<file path="config.mk">
export PLATFORM = sky130hd
export DESIGN_NAME = alu_seq
export DESIGN_NICKNAME = d
export VERILOG_FILES = /design/src/rtl/alu_pkg.sv /design/src/rtl/alu_mul_iter.sv /design/src/rtl/alu_seq.sv
export SDC_FILE = /design/constraint.sdc
export NUM_CORES = 1
export LEC_CHECK = 0
export CAP_MARGIN = 20
export CORE_MARGIN = 2
export CORE_UTILIZATION = 55
export DETAILED_ROUTE_END_ITERATION = 8
export PLACE_DENSITY_LB_ADDON = 0.12
export SLEW_MARGIN = 20
export SYNTH_ARGS = -nofsm -noshare
export SYNTH_HDL_FRONTEND = slang
export SYNTH_HIERARCHICAL = 1
export SYNTH_SLANG_ARGS = --single-unit
</file>
<file path="constraint.sdc">
create_clock -name clk -period 3.4 [get_ports clk]
set_clock_uncertainty 0.15 [all_clocks]
set_input_delay 0.68 -clock clk [delete_from_list [all_inputs] [get_ports clk]]
set_output_delay 0.68 -clock clk [all_outputs]
set_load 0.03 [all_outputs]
</file>
<file path="src/rtl/alu_pkg.sv">
// Shared definitions for the sequential ALU: operation codes, FSM states and flag layout.
package alu_pkg;

    typedef enum logic [3:0] {
        F_SUM = 4'd0,
        F_SUB = 4'd1,
        F_AND = 4'd2,
        F_OR  = 4'd3,
        F_NOT = 4'd4,
        F_LSL = 4'd5,
        F_LSR = 4'd6,
        F_ADC = 4'd7,
        F_MUL = 4'd8,
        F_CMP = 4'd9
    } func_e;

    typedef enum logic [1:0] {
        S_IDLE = 2'd0,
        S_MUL  = 2'd1,
        S_DONE = 2'd2
    } state_e;

    localparam int unsigned FLAG_C = 0;
    localparam int unsigned FLAG_N = 1;
    localparam int unsigned FLAG_V = 2;
    localparam int unsigned FLAG_Z = 3;
    localparam int unsigned FLAG_P = 4;

    typedef struct packed {
        logic [2:0] rsvd;
        logic       parity;
        logic       zero;
        logic       overflow;
        logic       negative;
        logic       carry;
    } flags_t;

    // Place individual flag bits at their architectural indices.
    function automatic flags_t make_flags(input logic p, input logic z, input logic v,
                                          input logic n, input logic c);
        logic [7:0] f;
        f         = '0;
        f[FLAG_P] = p;
        f[FLAG_Z] = z;
        f[FLAG_V] = v;
        f[FLAG_N] = n;
        f[FLAG_C] = c;
        return flags_t'(f);
    endfunction

endpackage

</file>
<file path="src/rtl/alu_mul_iter.sv">
// Iterative unsigned shift-add multiplier: bit 0 is folded in at start, the remaining
// WIDTH-1 bits on the following edges; done pulses once the full product is held.
module alu_mul_iter #(
    parameter int unsigned WIDTH = 8
) (
    input  logic                 clk,
    input  logic                 rst_n,
    input  logic                 start,
    input  logic [WIDTH-1:0]     a,
    input  logic [WIDTH-1:0]     b,
    output logic                 done,
    output logic [2*WIDTH-1:0]   product
);

    localparam int unsigned PW    = 2 * WIDTH;
    localparam int unsigned CNT_W = $clog2(WIDTH) + 1;

    logic [PW-1:0]    mcand_q;
    logic [WIDTH-1:0] mplier_q;
    logic [CNT_W-1:0] cnt_q;
    logic             busy_q;

    always_ff @(posedge clk or negedge rst_n) begin
        if (!rst_n) begin
            product  <= '0;
            mcand_q  <= '0;
            mplier_q <= '0;
            cnt_q    <= '0;
            busy_q   <= 1'b0;
            done     <= 1'b0;
        end else begin
            done <= 1'b0;
            if (start) begin
                product  <= b[0] ? PW'(a) : '0;
                mcand_q  <= PW'(a) << 1;
                mplier_q <= b >> 1;
                cnt_q    <= CNT_W'(1);
                busy_q   <= 1'b1;
            end else if (busy_q) begin
                if (mplier_q[0]) begin
                    product <= product + mcand_q;
                end
                mcand_q  <= mcand_q << 1;
                mplier_q <= mplier_q >> 1;
                cnt_q    <= cnt_q + CNT_W'(1);
                if (cnt_q == CNT_W'(WIDTH - 1)) begin
                    busy_q <= 1'b0;
                    done   <= 1'b1;
                end
            end
        end
    end

endmodule

</file>
<file path="src/rtl/alu_seq.sv">
// Sequential ALU with valid/ready handshakes; single-cycle ops complete at accept,
// MUL runs through the iterative multiplier. Result, flags and err are registered.
module alu_seq
    import alu_pkg::*;
#(
    parameter int unsigned WIDTH = 8
) (
    input  logic             clk,
    input  logic             rst_n,
    input  logic             in_valid,
    output logic             in_ready,
    input  logic [3:0]       func,
    input  logic [WIDTH-1:0] a,
    input  logic [WIDTH-1:0] b,
    output logic             out_valid,
    input  logic             out_ready,
    output logic [WIDTH-1:0] out,
    output logic [7:0]       flags,
    output logic             err
);

    localparam int unsigned EW = WIDTH + 1;

    state_e           state_q, state_d;
    logic [WIDTH-1:0] out_q;
    flags_t           flags_q;
    logic             err_q, out_valid_q, in_ready_q;

    logic             accept_c, mul_start_c, mul_done;
    logic [2*WIDTH-1:0] mul_prod;

    logic [WIDTH:0]   sum_c, diff_c, shl_c, shr_c;
    logic             cin_c, add_ovf_c, sub_ovf_c;
    logic [WIDTH-1:0] res_c, fsrc_c;
    logic             carry_c, ovf_c, legal_c;
    flags_t           flg_c, mul_flg_c;

    assign accept_c    = (state_q == S_IDLE) && in_valid;
    assign mul_start_c = accept_c && (func == F_MUL);

    alu_mul_iter #(.WIDTH(WIDTH)) u_mul (
        .clk     (clk),
        .rst_n   (rst_n),
        .start   (mul_start_c),
        .a       (a),
        .b       (b),
        .done    (mul_done),
        .product (mul_prod)
    );

    always_ff @(posedge clk or negedge rst_n) begin
        if (!rst_n) state_q <= S_IDLE;
        else        state_q <= state_d;
    end

    always_comb begin
        state_d = state_q;
        case (state_q)
            S_IDLE:  if (in_valid)  state_d = (func == F_MUL) ? S_MUL : S_DONE;
            S_MUL:   if (mul_done)  state_d = S_DONE;
            S_DONE:  if (out_ready) state_d = S_IDLE;
            default:                state_d = S_IDLE;
        endcase
    end

    // Carry-in only feeds ADC; shifts use one extra bit to catch the last bit shifted out.
    assign cin_c     = (func == F_ADC) && flags_q.carry;
    assign sum_c     = {1'b0, a} + {1'b0, b} + EW'(cin_c);
    assign diff_c    = {1'b0, a} - {1'b0, b};
    assign shl_c     = {1'b0, a} << b;
    assign shr_c     = {a, 1'b0} >> b;
    assign add_ovf_c = (a[WIDTH-1] == b[WIDTH-1]) && (sum_c[WIDTH-1] != a[WIDTH-1]);
    assign sub_ovf_c = (a[WIDTH-1] != b[WIDTH-1]) && (diff_c[WIDTH-1] != a[WIDTH-1]);

    always_comb begin
        res_c   = '0;
        carry_c = 1'b0;
        ovf_c   = 1'b0;
        legal_c = 1'b1;
        case (func)
            F_SUM, F_ADC: begin
                res_c   = sum_c[WIDTH-1:0];
                carry_c = sum_c[WIDTH];
                ovf_c   = add_ovf_c;
            end
            F_SUB, F_CMP: begin
                res_c   = (func == F_CMP) ? a : diff_c[WIDTH-1:0];
                carry_c = diff_c[WIDTH];
                ovf_c   = sub_ovf_c;
            end
            F_AND:   res_c = a & b;
            F_OR:    res_c = a | b;
            F_NOT:   res_c = ~a;
            F_LSL: begin
                res_c   = shl_c[WIDTH-1:0];
                carry_c = shl_c[WIDTH];
            end
            F_LSR: begin
                res_c   = shr_c[WIDTH:1];
                carry_c = shr_c[0];
            end
            F_MUL:   legal_c = 1'b1;
            default: legal_c = 1'b0;
        endcase
        // CMP reports the flags of the difference while passing a through.
        fsrc_c = (func == F_CMP) ? diff_c[WIDTH-1:0] : res_c;
        flg_c  = make_flags(~^fsrc_c, fsrc_c == '0, ovf_c, fsrc_c[WIDTH-1], carry_c);
        if (!legal_c) begin
            res_c = '0;
            flg_c = flags_q;
        end
    end

    always_comb begin
        mul_flg_c = make_flags(~^mul_prod[WIDTH-1:0], mul_prod[WIDTH-1:0] == '0, 1'b0,
                               mul_prod[WIDTH-1], |mul_prod[2*WIDTH-1:WIDTH]);
    end

    always_ff @(posedge clk or negedge rst_n) begin
        if (!rst_n) begin
            out_q       <= '0;
            flags_q     <= '0;
            err_q       <= 1'b0;
            out_valid_q <= 1'b0;
            in_ready_q  <= 1'b1;
        end else begin
            out_valid_q <= (state_d == S_DONE);
            in_ready_q  <= (state_d == S_IDLE);
            if (accept_c && (func != F_MUL)) begin
                out_q   <= res_c;
                flags_q <= flg_c;
                err_q   <= ~legal_c;
            end else if ((state_q == S_MUL) && mul_done) begin
                out_q   <= mul_prod[WIDTH-1:0];
                flags_q <= mul_flg_c;
                err_q   <= 1'b0;
            end
        end
    end

    assign out       = out_q;
    assign flags     = flags_q;
    assign err       = err_q;
    assign out_valid = out_valid_q;
    assign in_ready  = in_ready_q;

endmodule

</file>
* Yosys cells after proc, flatten, opt, wreduce, memory -nomap -nowiden
Index checks and enable logic that the tools add are counted.
** Storage, ports and cells
- Bits in registers :: 67
- Input port bits :: 24
- Output and inout port bits :: 19
** Cells by class
- $add $sub $neg :: 5
- Eq/ne operators :: 19
- Shift-type cells :: 2
- Mux-type cells :: 35
- Bitwise gates (word level) :: 4
- Reduce and logical (&&, ||, !) cells :: 23
** Operators by type and width (number)
- 8-bit two-way mux :: 11
- 16-bit two-way mux :: 5
- 8-bit one-hot mux with 7 select lines :: 1
- 4-bit by 3-bit == test with 1-bit output (second input constant) :: 5
- 16-bit adder :: 1
- 8-bit zero test :: 2
- 8-bit XNOR reduction :: 2
- 10-bit OR reduction :: 1
- 8-bit by 8-bit adder with 9-bit output :: 1
- 9-bit by 1-bit adder with 9-bit output :: 1
- 1-bit two-way mux :: 9
- 8-bit by 8-bit left shift with 9-bit output :: 1
- 9-bit by 8-bit >> shifter with 9-bit output :: 1
- 8-bit by 8-bit subtractor with 9-bit output :: 1
- 8-bit bitwise AND :: 1
- 4-bit by 2-bit == test with 1-bit output (second input constant) :: 2
- 4-bit == test (second input constant) :: 2
- 2-bit two-way mux :: 4
- 4-bit two-way mux :: 2
- 8-bit NOT :: 1
- 8-bit bitwise OR :: 1
- 8-bit OR reduction :: 1
- 1-bit logical AND :: 7
- 2-bit one-hot mux with 3 select lines :: 1
- other kinds (16) :: 24

* Depth between registers and ports, before layout
Gate-level depths: netlist of the first run.
- Depth in word-level cells :: 8
- Gate-level depth with buffers :: 16
- Depth with buffers taken out :: 15

* By module
The synthesis of the first run kept the hierarchy.
** Modules (own cells, without submodules)
- alu_seq :: instances 1, cells each 441, area each 3400.8 um^2, sequential area each 451.7 um^2
- alu_mul_iter :: instances 1, cells each 272, area each 2651.3 um^2, sequential area each 1101.1 um^2

* Least setup slack after synthesis of the first run
OpenSTA, ideal clock, no wires.
- Kind :: input-to-reg
- Start point :: in func[2]
- End point :: reg flags_q, in the netlist flags[4]
- Data arrival time :: 3.508 ns
- Path slack :: -0.341 ns
- Stages :: 16
- Path through :: buf_2 > nand4b_1 > nor2_1 > fa_1 > fa_1 > a211oi_1 > o211ai_1 > o21ai_0 > xnor2_1 > a21oi_1 > a2bb2oi_1 > ha_1 > xnor2_1 > xnor2_1 > a21oi_1 > o21ai_0
** Between the ends
- Longest elaborated chain between the ends :: 8
- Elaborated cells on any way between the ends :: 27
- Classes of those cells :: add/sub: 1; eq/ne: 11; mux: 6; reduce/logical: 9
** RTL lines
- start: declaration :: RTL line alu_seq.sv:12 : input logic [3:0] func,
- 4-bit by 3-bit == test with 1-bit output :: RTL line alu_seq.sv:67, alu_seq.sv:80
- 1-bit logical AND :: RTL line alu_seq.sv:67 : assign cin_c = (func == F_ADC) && flags_q.carry;
- 9-bit by 1-bit adder with 9-bit output :: RTL line alu_seq.sv:68 : assign sum_c = {1'b0, a} + {1'b0, b} + EW'(cin_c);
- 8-bit one-hot mux with 7 select lines :: RTL line alu_seq.sv:80 : case (func)
- 8-bit two-way mux :: RTL line alu_seq.sv:106 : fsrc_c = (func == F_CMP) ? diff_c[WIDTH-1:0] : res_c;
- 8-bit XNOR reduction :: RTL line alu_seq.sv:107 : flg_c = make_flags(~^fsrc_c, fsrc_c == '0, ovf_c, fsrc_c[WIDTH-1], carry_c);
- 8-bit two-way mux :: RTL line alu_seq.sv:108 : if (!legal_c) begin
- 8-bit two-way mux :: RTL line alu_seq.sv:129 : if (accept_c && (func != F_MUL)) begin
- end signal: assignment :: RTL line alu_seq.sv:131 : flags_q <= flg_c;
- end signal: assignment :: RTL line alu_seq.sv:135 : flags_q <= mul_flg_c;
- end: declaration :: RTL line alu_seq.sv:26 : flags_t flags_q;
Several ways; a longest one is shown, not always the timed one. The select of a mux whose other input is x is not followed.
A chain may end at the register's enable or synchronous reset.

* Final worst setup path of the first run
- Start point :: in func[3]
- End point :: reg flags_q, in the netlist flags[4]
The elaborated chain is that of the path after synthesis.

==> results.md, run 1 <==
- Pwr Total: 4.92 mW
- Clock buffer depth: 2
- Synth Warn #: 6
- Metal1 wirelength: 8930 um
- Sink Count: 62
- Routability congestion estimate: 0.997
- Post-synth EDFFs: 0
- H-tree depth: 3
- Fin. max-slew vios: 0
- Core area: 10800 um2
- Largest net degree at the start of global routing: 47
- Seq cells post-synth: 62
- Yosys top cell by area: dfrtp_1
- Final min period: 3.42 ns
- Clk_lat worst skew: 0.35 ns
- CP Class: in2reg
- CP Max Fanout: 5
- Highest-delay cell along the critical path: ha_1
- Routed WL: 19900 um
- Vias: 6351
- Critical path, cell by cell: buf_2, nand4b_1, buf_4, buf_4, buf_4, buf_4, buf_4, buf_4, buf_4, and2_1, o2111a_1, o211ai_1, a22oi_1, ha_1, xnor2_2, xnor2_1, a21oi_1, o21ai_1
- Crit share post-route: 101%
- Ys async rst share: 100%
- Die Height: 109 um
- Worst path buffer plus inverter count: 8
- Final HPWL DP: 15500 um
- Row count: 38
- Reported max-cap violation count: 0
- Cells after Synth: 713
- Failing checks: setup timing
- Max Fclk: 0.293 GHz
- Most common cell on crit path: buf_4
- Total track usage: 34.3%
- Die width: 109 um
- Layout Cells excl Fill: 1031
- Max stage delay on crit path: 0.32 ns
- Residual DRC: 0
- Initial DRT Pass Iterations: 5
- Max VDD drop: 568 uV
- Vias in the first global route: 6058
- Ports: 43
- DR top layer: met4
- Pwr Density: 608 nW/um2
- Leak: 3.59 nW
- Synth Cell Area: 6050 um2
- RSZ-0062 raised after global routing: yes
- CP Launch Type: input pin
- Mean post-synth cell area: 8.49 um2
- Root Driver: clkbuf_8
- TritonCTS Buffers: 9
- Fin. Hold Viols: 0
- Area share of the largest cell type after synthesis: 25.2%
- Port-buffer cells: 39
- Wire length on met3: 1520 um
- Starting Density: 56.1%
- Fin worst setup slack: -0.0178 ns
- CTS tree: built
- Worst endpoint required time: 3.49 ns
- Die area: 11900 um2
- Min-Delay Path Class: in2async
- Post-DP Area: 7560 um2
- Dpl cells: 1000
- Clock transition at path regs: 0.08 ns
- Routed vias/inst: 6.16
- Final setup fails: 1
- Post-synth cell types: 96
- Slew headroom: 65.0%
- DRT iter0 DRCs: 638
- Worst Max-Slew Pin Slew: 0.523 ns
- Layout cells sized above 1: 29.0%
- Remaining Overflow, GRT: 0
- First-pass GRT wire length: 31200 um
- Met2 WL: 8880 um
- Syn-to-layout area delta: 33.6%
- # diodes: 0
- Post-route ant nets: 0
- Fin nets: 961
- CP arrival: 3.51 ns
- Drt wl/cell: 19.3 um
- Seq/Total Area, Yosys: 25.7%
- Area contributors post-synth: dfrtp_1 (25%), ha_1 (9.7%), mux2i_1 (5.8%), o21ai_0 (4.4%), a21oi_1 (3.9%)
- Main synth FF type: dfrtp_1
- CTS Hold Bufs: 0
- Cell family with most CP delay: buffers and inverters
- Fin area: 8090 um2
- Worst hold margin: 0.134 ns
- Initial antenna violation count: 0
- Status: finished with violations
- Critical Path Sink Type: flop
-- cells by family after synthesis --
family	count (synthesis)	share of synthesized area (%)
AND/OR/NAND/NOR	219	19.7
flip-flops	62	25.7
adder cells (fa/ha/maj)	51	11.0
XOR/XNOR	24	3.47
multiplexers	45	8.95
AO/OA/AOI/OAI	216	24.1
other	1	0.0620
buffers and inverters	95	7.05
-- what timing repair did --
action | CTS | global route
setup buffers | 10 | 6
pin swaps | 22 | 16
gates resized for setup | 35 | 21
endpoints found under the setup margin | 2 | 2
-- cells in the mapped netlist (10+ instances only) --
master,number
a21oi_1,47
nand4_1,11
nand3_1,15
ha_1,47
nand2_1,47
inv_1,40
nor2b_1,13
clkbuf_1,28
xnor2_1,16
a31oi_1,12
buf_2,10
mux2i_1,35
dfrtp_1,61
nor2_1,51
nor3b_1,13
o21ai_0,53
-- final cells by class --
| class | count | area [um2] |
|---|---|---|
| clock inverter | 7 | 103 |
| tap | 140 | 175 |
| clock buffer | 9 | 124 |
| sequential | 62 | 1550 |
| inverter | 44 | 165 |
| fill | 841 | 2710 |
| multi-input combinational | 558 | 4290 |
| timing repair buffer | 211 | 1680 |
-- cell usage in the layout, fill, tap and decap left out, drive strengths merged, types with 6 or more instances in the layout --
master	netlist	layout
buf	21	177
ha	47	47
nand3	15	15
xor2	8	8
nor2b	14	14
mux4	7	7
a31oi	12	12
a2111oi	6	6
clkdlybuf4s50	0	31
nor2	52	52
nand2b	9	9
inv	44	47
nand4	11	11
clkbuf	30	9
xnor2	16	16
o21ai	59	59
and2	6	6
or3	6	6
a21o	7	7
nand2	47	47
a22oi	6	6
a211oi	7	7
mux2i	35	35
nor3b	13	13
dfrtp	61	61
a21oi	47	47
nor3	9	9
o21a	7	7
-- report_power, final --
part / switching [mW] / internal, mW / total [mW]
Combinational: 1.53 / 1.25 / 2.78
Sequential: 0.316 / 1.08 / 1.39
Clock: 0.325 / 0.421 / 0.746
-- final timing paths --
kind	start	to	slack [ns]	depth (start not counted)
min in group clk	flags[4]	flags[4]	0.35	2
setup reg to reg	flags[0]	flags[4]	0.15	15
hold reg to reg	flags[4]	flags[4]	0.35	2
setup / recovery	func[3]	flags[4]	-0.02	18
max in group asynchronous	rst_n	u_mul/mplier_q[1]	2.26	2
hold / removal	rst_n	err	0.13	1
-- stage by stage --
step	TNS (ns)	utilization (%)	setup slack [ns]
2_1_floorplan	-0.147	-	-0.147
3_3_place_gp	-1.49	70.1	-0.678
3_5_place_dp	-1.85	70.1	-0.766
4_1_cts	0	73.6	0.000366
5_1_grt	-0.228	74.9	-0.228
6_report	-0.0178	74.9	-0.0178
-- metal layers --
layer / up-vias / track usage (%)
met5: - / 0
met1: 3047 / 47.9
met3: 47 / 7.71
met4: 0 / 10.6
li1: 2970 / -
met2: 287 / 52.8
-- state kept, by name, indices dropped and copies added, names as in the netlist, 2 cells and up --
| name | count |
|---|---|
| u_mul/product | 16 |
| u_mul/mcand_q | 15 |
| out | 8 |
| u_mul/mplier_q | 7 |
| flags | 5 |
| u_mul/cnt_q | 4 |
| state_q | 2 |
-- worst reg2reg max path: cells and delay by family, from the launching register on --
kind / cells / cell delay [ns]
compound gates: 8 / 1.18
fa+ha+maj: 3 / 1.00
flops: 1 / 0.42
xor+xnor: 2 / 0.28
buf+inv: 1 / 0.07
simple gates: 1 / 0.05
No activity file was read; power rests on OpenSTA's default activity.
==> inputs of run 2 (changes only) <==
CORE_UTILIZATION = 60   (was 55)
PLACE_DENSITY = 0.82   (was default)
PLACE_DENSITY_LB_ADDON = default   (was 0.12)
clock period = 4.39 ns   (was 3.4 ns; I/O delays follow)
==> run 2 against run 1 <==
Against the previous run: the run now ends clean; clock power decreased by 20%; total power shrank 25%; die area decreased by 8.0%; non-clock buffer count shrank 134; combinational power is 28% lower; count of clock-buffer cells in the layout is the same; routed wire length is 9.5% lower; register-to-register slack better by 0.68 ns; critical path depth shrank 2; largest cell class unchanged; largest power group unchanged.
==> results.md, run 2 (same netlist as run 1, synthesis figures left out) <==
- Starting Density: 61.9% (was 56.1%)
- Status: complete, no violations (was finished with violations)
- Die area: 10900 um2 (was 11900 um2)
- CP arrival: 4.33 ns (was 3.51 ns)
- Routability congestion estimate: 1.00 (was 0.997)
- Clk_lat worst skew: 0.36 ns (was 0.35 ns)
- Fin worst setup slack: 0.137 ns (was -0.0178 ns)
- Commonest cells after routing, fill and taps aside: dfrtp_1 (61), o21ai_0 (53), nor2_1 (51) (was buf_4 (168), dfrtp_1 (61), nor2_1 (51))
- Max VDD drop: 371 uV (was 568 uV)
- Wire length on met3: 1670 um (was 1520 um)
- R2r endpoint: flags[4] (unchanged)
- CTS Hold Bufs: 0 (unchanged)
- Root Driver: clkbuf_8 (unchanged)
- Min-Delay Path Class: reg2reg (was in2async)
- Comb power frac: 54.0% (was 56.5%)
- Syn-to-layout area delta: 14.2% (was 33.6%)
- Ports: 43 (unchanged)
- Final HPWL DP: 13500 um (was 15500 um)
- Max Fclk: 0.235 GHz
- Post-CTS Setup Inserts: 0 (was 10)
- First-pass GRT wire length: 29100 um (was 31200 um)
- FF-to-FF path depth: 15 (unchanged)
- Pwr Density: 535 nW/um2 (was 608 nW/um2)
- Row count: 36 (was 38)
- Power share of the clock group: 16.2% (was 15.2%)
- Internal power: 2.02 mW (was 2.75 mW)
- Worst hold margin: 0.343 ns (was 0.134 ns)
- Crit share post-route: 96.9%
- Port-buffer cells: 39 (unchanged)
- H-tree depth: 3 (unchanged)
- Metal1 wirelength: 7790 um (was 8930 um)
- Vias: 5918 (was 6351)
- Remaining Overflow, GRT: 0 (unchanged)
- # diodes: 0 (unchanged)
- Initial antenna violation count: 0 (unchanged)
- DR top layer: met4 (unchanged)
- Total track usage: 33.2% (was 34.3%)
- CP Class: in2reg (unchanged)
- Met2 WL: 8080 um (was 8880 um)
- Net Sw Power: 1.68 mW (was 2.17 mW)
- Reg2reg setup slack: 0.83 ns (was 0.15 ns)
- Clock buffer depth: 2 (unchanged)
- Fin. max-slew vios: 0 (unchanged)
- Die Height: 104 um (was 109 um)
- Fin nets: 827 (was 961)
- CP Launch Type: input pin (unchanged)
- Sw Share: 45.5% (was 44.1%)
- Max reg flops: 16 (unchanged)
- Slew headroom: 47.5% (was 65.0%)
- Fin. Hold Viols: 0 (unchanged)
- Residual DRC: 0 (unchanged)
- Reported max-cap violation count: 0 (unchanged)
- Routed vias/inst: 6.65 (was 6.16)
- PostCTS Resize Cnt: 0 (was 35)
- Hold Path Stages: 1
- TritonCTS Buffers: 9 (unchanged)
- Clock transition at path regs: 0.08 ns (about the same)
- Drt wl/cell: 20.2 um (was 19.3 um)
- Startpoint of the worst-slack reg-to-reg timing path: flags[0] (unchanged)
- Pre-CTS WS: -0.312 ns (was -0.766 ns)
- Critical Path Sink Type: flop (unchanged)
- Vias in the first global route: 5592 (was 6058)
- Routed WL: 18000 um (was 19900 um)
- RSZ-0062 raised after global routing: no (was yes)
- CP Max Fanout: 3 (was 5)
- Worst Hold Path EP: out[1]
- Leak: 2.92 nW (was 3.59 nW)
- CTS tree: built (unchanged)
- Final setup fails: 0 (was 1)
- Layout cells sized above 1: 12.4% (was 29.0%)
- Initial DRT Pass Iterations: 5 (unchanged)
- Sink Count: 62 (unchanged)
- HP Start: out[1]
- DRT iter0 DRCs: 608 (was 638)
- Worst endpoint required time: 4.47 ns (was 3.49 ns)
- Commonest non-fill, non-tap cell in the layout: dfrtp_1 (was buf_4)
- Core area: 9770 um2 (was 10800 um2)
- Die width: 104 um (was 109 um)
- Final min period: 4.25 ns
- Worst Max-Slew Pin Slew: 0.785 ns (was 0.523 ns)
- Biggest register: u_mul/product (unchanged)
- Largest net degree at the start of global routing: 54 (was 47)
- Sequential group share of total power: 29.8% (was 28.4%)
- Post-route ant nets: 0 (unchanged)
run 2: worst max-delay path by stage:
stage	from	endpoint	slack, ns	depth (start not counted)
3_5_place_dp	func[3]	flags[4]	-0.31	16
5_1_grt	func[3]	flags[4]	0.002	16
3_3_place_gp	func[3]	flags[4]	-0.16	16
6_report	func[3]	flags[4]	0.14	16
4_1_cts	func[3]	flags[4]	0.04	16
2_1_floorplan	func[2]	flags[4]	0.45	16
run 2: stage by stage:
step           setup TNS, ns  utilization [%]  cells  cell area (um2)  power, mW
5_1_grt                    0             70.7    890             6910       3.94
3_3_place_gp          -0.156             68.2    874             6660       2.94
2_1_floorplan              0                -    715             6060       2.44
4_1_cts                    0             70.5    890             6890       3.66
6_report                   0             70.7    890             6910       3.69
3_5_place_dp          -0.336             68.2    874             6660       3.05
run 2: area by class of cell:
type                    count  area, um2
multi-input cells         558       4100
fillers                   798       2870
flip-flops and latches     62       1550
repair buffers             77        698
well taps                 133        166
inverters                  44        165
clock buffers               9        124
clock inverters             7        105
run 2: power groups by stage:
stage,Clock [mW],Sequential (mW),Combinational [mW]
6_report,0.600,1.10,2.00
5_1_grt,0.635,1.13,2.17
4_1_cts,0.607,1.09,1.96
3_5_place_dp,0,1.10,1.95
3_3_place_gp,0,1.08,1.86
2_1_floorplan,0,1.13,1.31
run 2: metal layers:
layer  vias up  global-route usage (%)
met3        52                    5.83
met4         0                    10.8
met1      2814                    47.5
met5         -                       0
met2       328                    50.7
li1       2724                       -
run 2: worst max-delay path: stages:
cell	delay [ns]
clkdlybuf4s50_1	0.48
nand4b_1	0.16
nor2_1	0.08
fa_1	0.41
fa_1	0.45
a211oi_2	0.26
o211ai_1	0.15
o21ai_0	0.13
xnor2_1	0.09
a21oi_1	0.24
a2bb2oi_1	0.21
ha_1	0.28
xnor2_2	0.15
xnor2_1	0.12
a21oi_1	0.15
o21ai_0	0.09
==> inputs of run 3 (changes only) <==
SLEW_MARGIN = 0   (was 20)
==> run 3 against run 2 <==
Against the previous run: sequential power about the same; combinational power about the same; via count down 0.69%; sequential cell count unchanged; sequential share of layout area down 0.057 points; critical path depth unchanged; non-clock buffer count up 1; worst setup slack better by 0.017 ns; utilization up 0.18 points; first-iteration DRC count up 12%; critical endpoint unchanged; largest cell class unchanged; largest power group unchanged.
==> results.md, run 3 (same netlist as run 1, synthesis figures left out) <==
- Biggest register: u_mul/product (unchanged)
- Ports: 43 (unchanged)
- Clock transition at path regs: 0.09 ns (was 0.08 ns)
- Crit share post-route: 96.5% (was 96.9%)
- Row count: 36 (unchanged)
- Die Height: 104 um (unchanged)
- Initial DRT Pass Iterations: 7 (was 5)
- Max VDD drop: 372 uV (was 371 uV)
- Worst hold margin: 0.186 ns (was 0.343 ns)
- Fin. Hold Viols: 0 (unchanged)
- Routed WL: 18000 um (about the same)
- Drt wl/cell: 20.2 um (about the same)
- Multi-input gate area: 4100 um2 (unchanged)
- Fin. max-slew vios: 0 (unchanged)
- Initial antenna violation count: 0 (unchanged)
- Remaining Overflow, GRT: 0 (unchanged)
- TritonCTS Buffers: 9 (unchanged)
- Worst Max-Slew Pin Slew: 0.799 ns (was 0.785 ns)
- Clk_lat worst skew: 0.36 ns (about the same)
- CP Class: in2reg (unchanged)
- Commonest cells after routing, fill and taps aside: dfrtp_1 (61), o21ai_0 (53), nor2_1 (51) (unchanged)
- CP Max Fanout: 3 (unchanged)
- Fillcell total: 797 (was 798)
- Port-buffer cells: 39 (unchanged)
- Max Fclk: 0.236 GHz (was 0.235 GHz)
- FF/Latch Area: 1550 um2 (unchanged)
- Post-route ant nets: 0 (unchanged)
- Pre-CTS WS: -0.312 ns (unchanged)
- DRT iter0 DRCs: 681 (was 608)
- Fin area: 6930 um2 (was 6910 um2)
- Largest net degree at the start of global routing: 54 (unchanged)
- Worst endpoint required time: 4.47 ns (about the same)
- Vias: 5877 (was 5918)
- Dpl cells: 874 (unchanged)
- RSZ-0062 raised after global routing: no (unchanged)
- Final setup fails: 0 (unchanged)
- Core area: 9770 um2 (unchanged)
- Final min period: 4.24 ns (was 4.25 ns)
- Post-Route Setup TNS: 0 ns (unchanged)
- Sink Count: 62 (unchanged)
- CP arrival: 4.32 ns (was 4.33 ns)
- Post-DP Area: 6660 um2 (unchanged)
- CTS Hold Bufs: 0 (unchanged)
- Status: complete, no violations (unchanged)
- Layout Cells excl Fill: 891 (was 890)
- H-tree depth: 3 (unchanged)
- Routed vias/inst: 6.60 (was 6.65)
- Die width: 104 um (unchanged)
- Reported max-cap violation count: 0 (unchanged)
- Slew headroom: 46.6% (was 47.5%)
- Vias in the first global route: 5592 (unchanged)
- Clock buffer depth: 2 (unchanged)
- Residual DRC: 0 (unchanged)
- Commonest non-fill, non-tap cell in the layout: dfrtp_1 (unchanged)
- Die area: 10900 um2 (unchanged)
- Routability congestion estimate: 1.00 (unchanged)
- Critical Path Sink Type: flop (unchanged)
- Syn-to-layout area delta: 14.5% (was 14.2%)
- Root Driver: clkbuf_8 (unchanged)
- FF-to-FF path depth: 15 (unchanged)
- Fin worst setup slack: 0.153 ns (was 0.137 ns)
- First-pass GRT wire length: 29100 um (unchanged)
- Total track usage: 33.2% (unchanged)
- Max reg flops: 16 (unchanged)
- CTS tree: built (unchanged)
- Min-Delay Path Class: in2async (was reg2reg)
- CP Launch Type: input pin (unchanged)
- # diodes: 0 (unchanged)
- Starting Density: 61.9% (unchanged)
- Pwr Density: 535 nW/um2 (about the same)
- Fin nets: 828 (was 827)
- Final Core Density: 70.9% (was 70.7%)
- Layout cells sized above 1: 12.5% (was 12.4%)
- Pwr Total: 3.71 mW (was 3.69 mW)
- Final HPWL DP: 13500 um (unchanged)
- Leak: 2.93 nW (was 2.92 nW)
## run 3: changes by cell type in the layout (fill, tap and decap cells not counted)
cell / change
buf_12: +1
buf_2: +1
buf_4: -1
## run 3: area by class of cell
class	instances	area share, %
timing repair buffer	78	10.3
inverter	44	2.38
multi-input combinational	558	59.2
sequential	62	22.4
tap	133	2.40
clock buffer	9	1.79
clock inverter	7	1.52
## run 3: where the power goes
part           switching [mW]  internal [mW]  total (mW)
combinational            1.15          0.854        2.01
sequential              0.264          0.834        1.10
clock                   0.273          0.328       0.602
## run 3: worst paths after layout
kind                               start                end  slack, ns
min in group clk                  out[1]             out[1]       0.34
worst min-delay path               rst_n  u_mul/product[13]       0.19
max in group asynchronous          rst_n  u_mul/mcand_q[13]       3.43
worst max register to register  flags[0]           flags[4]       0.84
worst max-delay path             func[3]           flags[4]       0.15
worst min register to register    out[1]             out[1]       0.34
## run 3: worst max-delay path: stages
cell and delay (ns):
clkdlybuf4s50_1 0.48, nand4b_1 0.16, nor2_1 0.08, fa_1 0.41
fa_1 0.45, a211oi_2 0.25, o211ai_1 0.15, o21ai_0 0.13
xnor2_1 0.09, a21oi_1 0.23, a2bb2oi_1 0.21, ha_1 0.28
xnor2_2 0.15, xnor2_1 0.12, a21oi_1 0.15, o21ai_0 0.09
## run 3: timing repair
item / in CTS / in global routing
gates resized for setup: 0 / 3
setup buffers: 0 / 0
endpoints found under the setup margin: 0 / 1
endpoints found under the hold margin: 0 / 0
## run 3: layer usage
metal,vias up,share of wire [%],track usage (%)
met3,47,8.7,5.83
met4,0,2.5,10.8
met5,-,0,0
met2,309,45,50.7
li1,2718,-,-
met1,2803,44,47.5
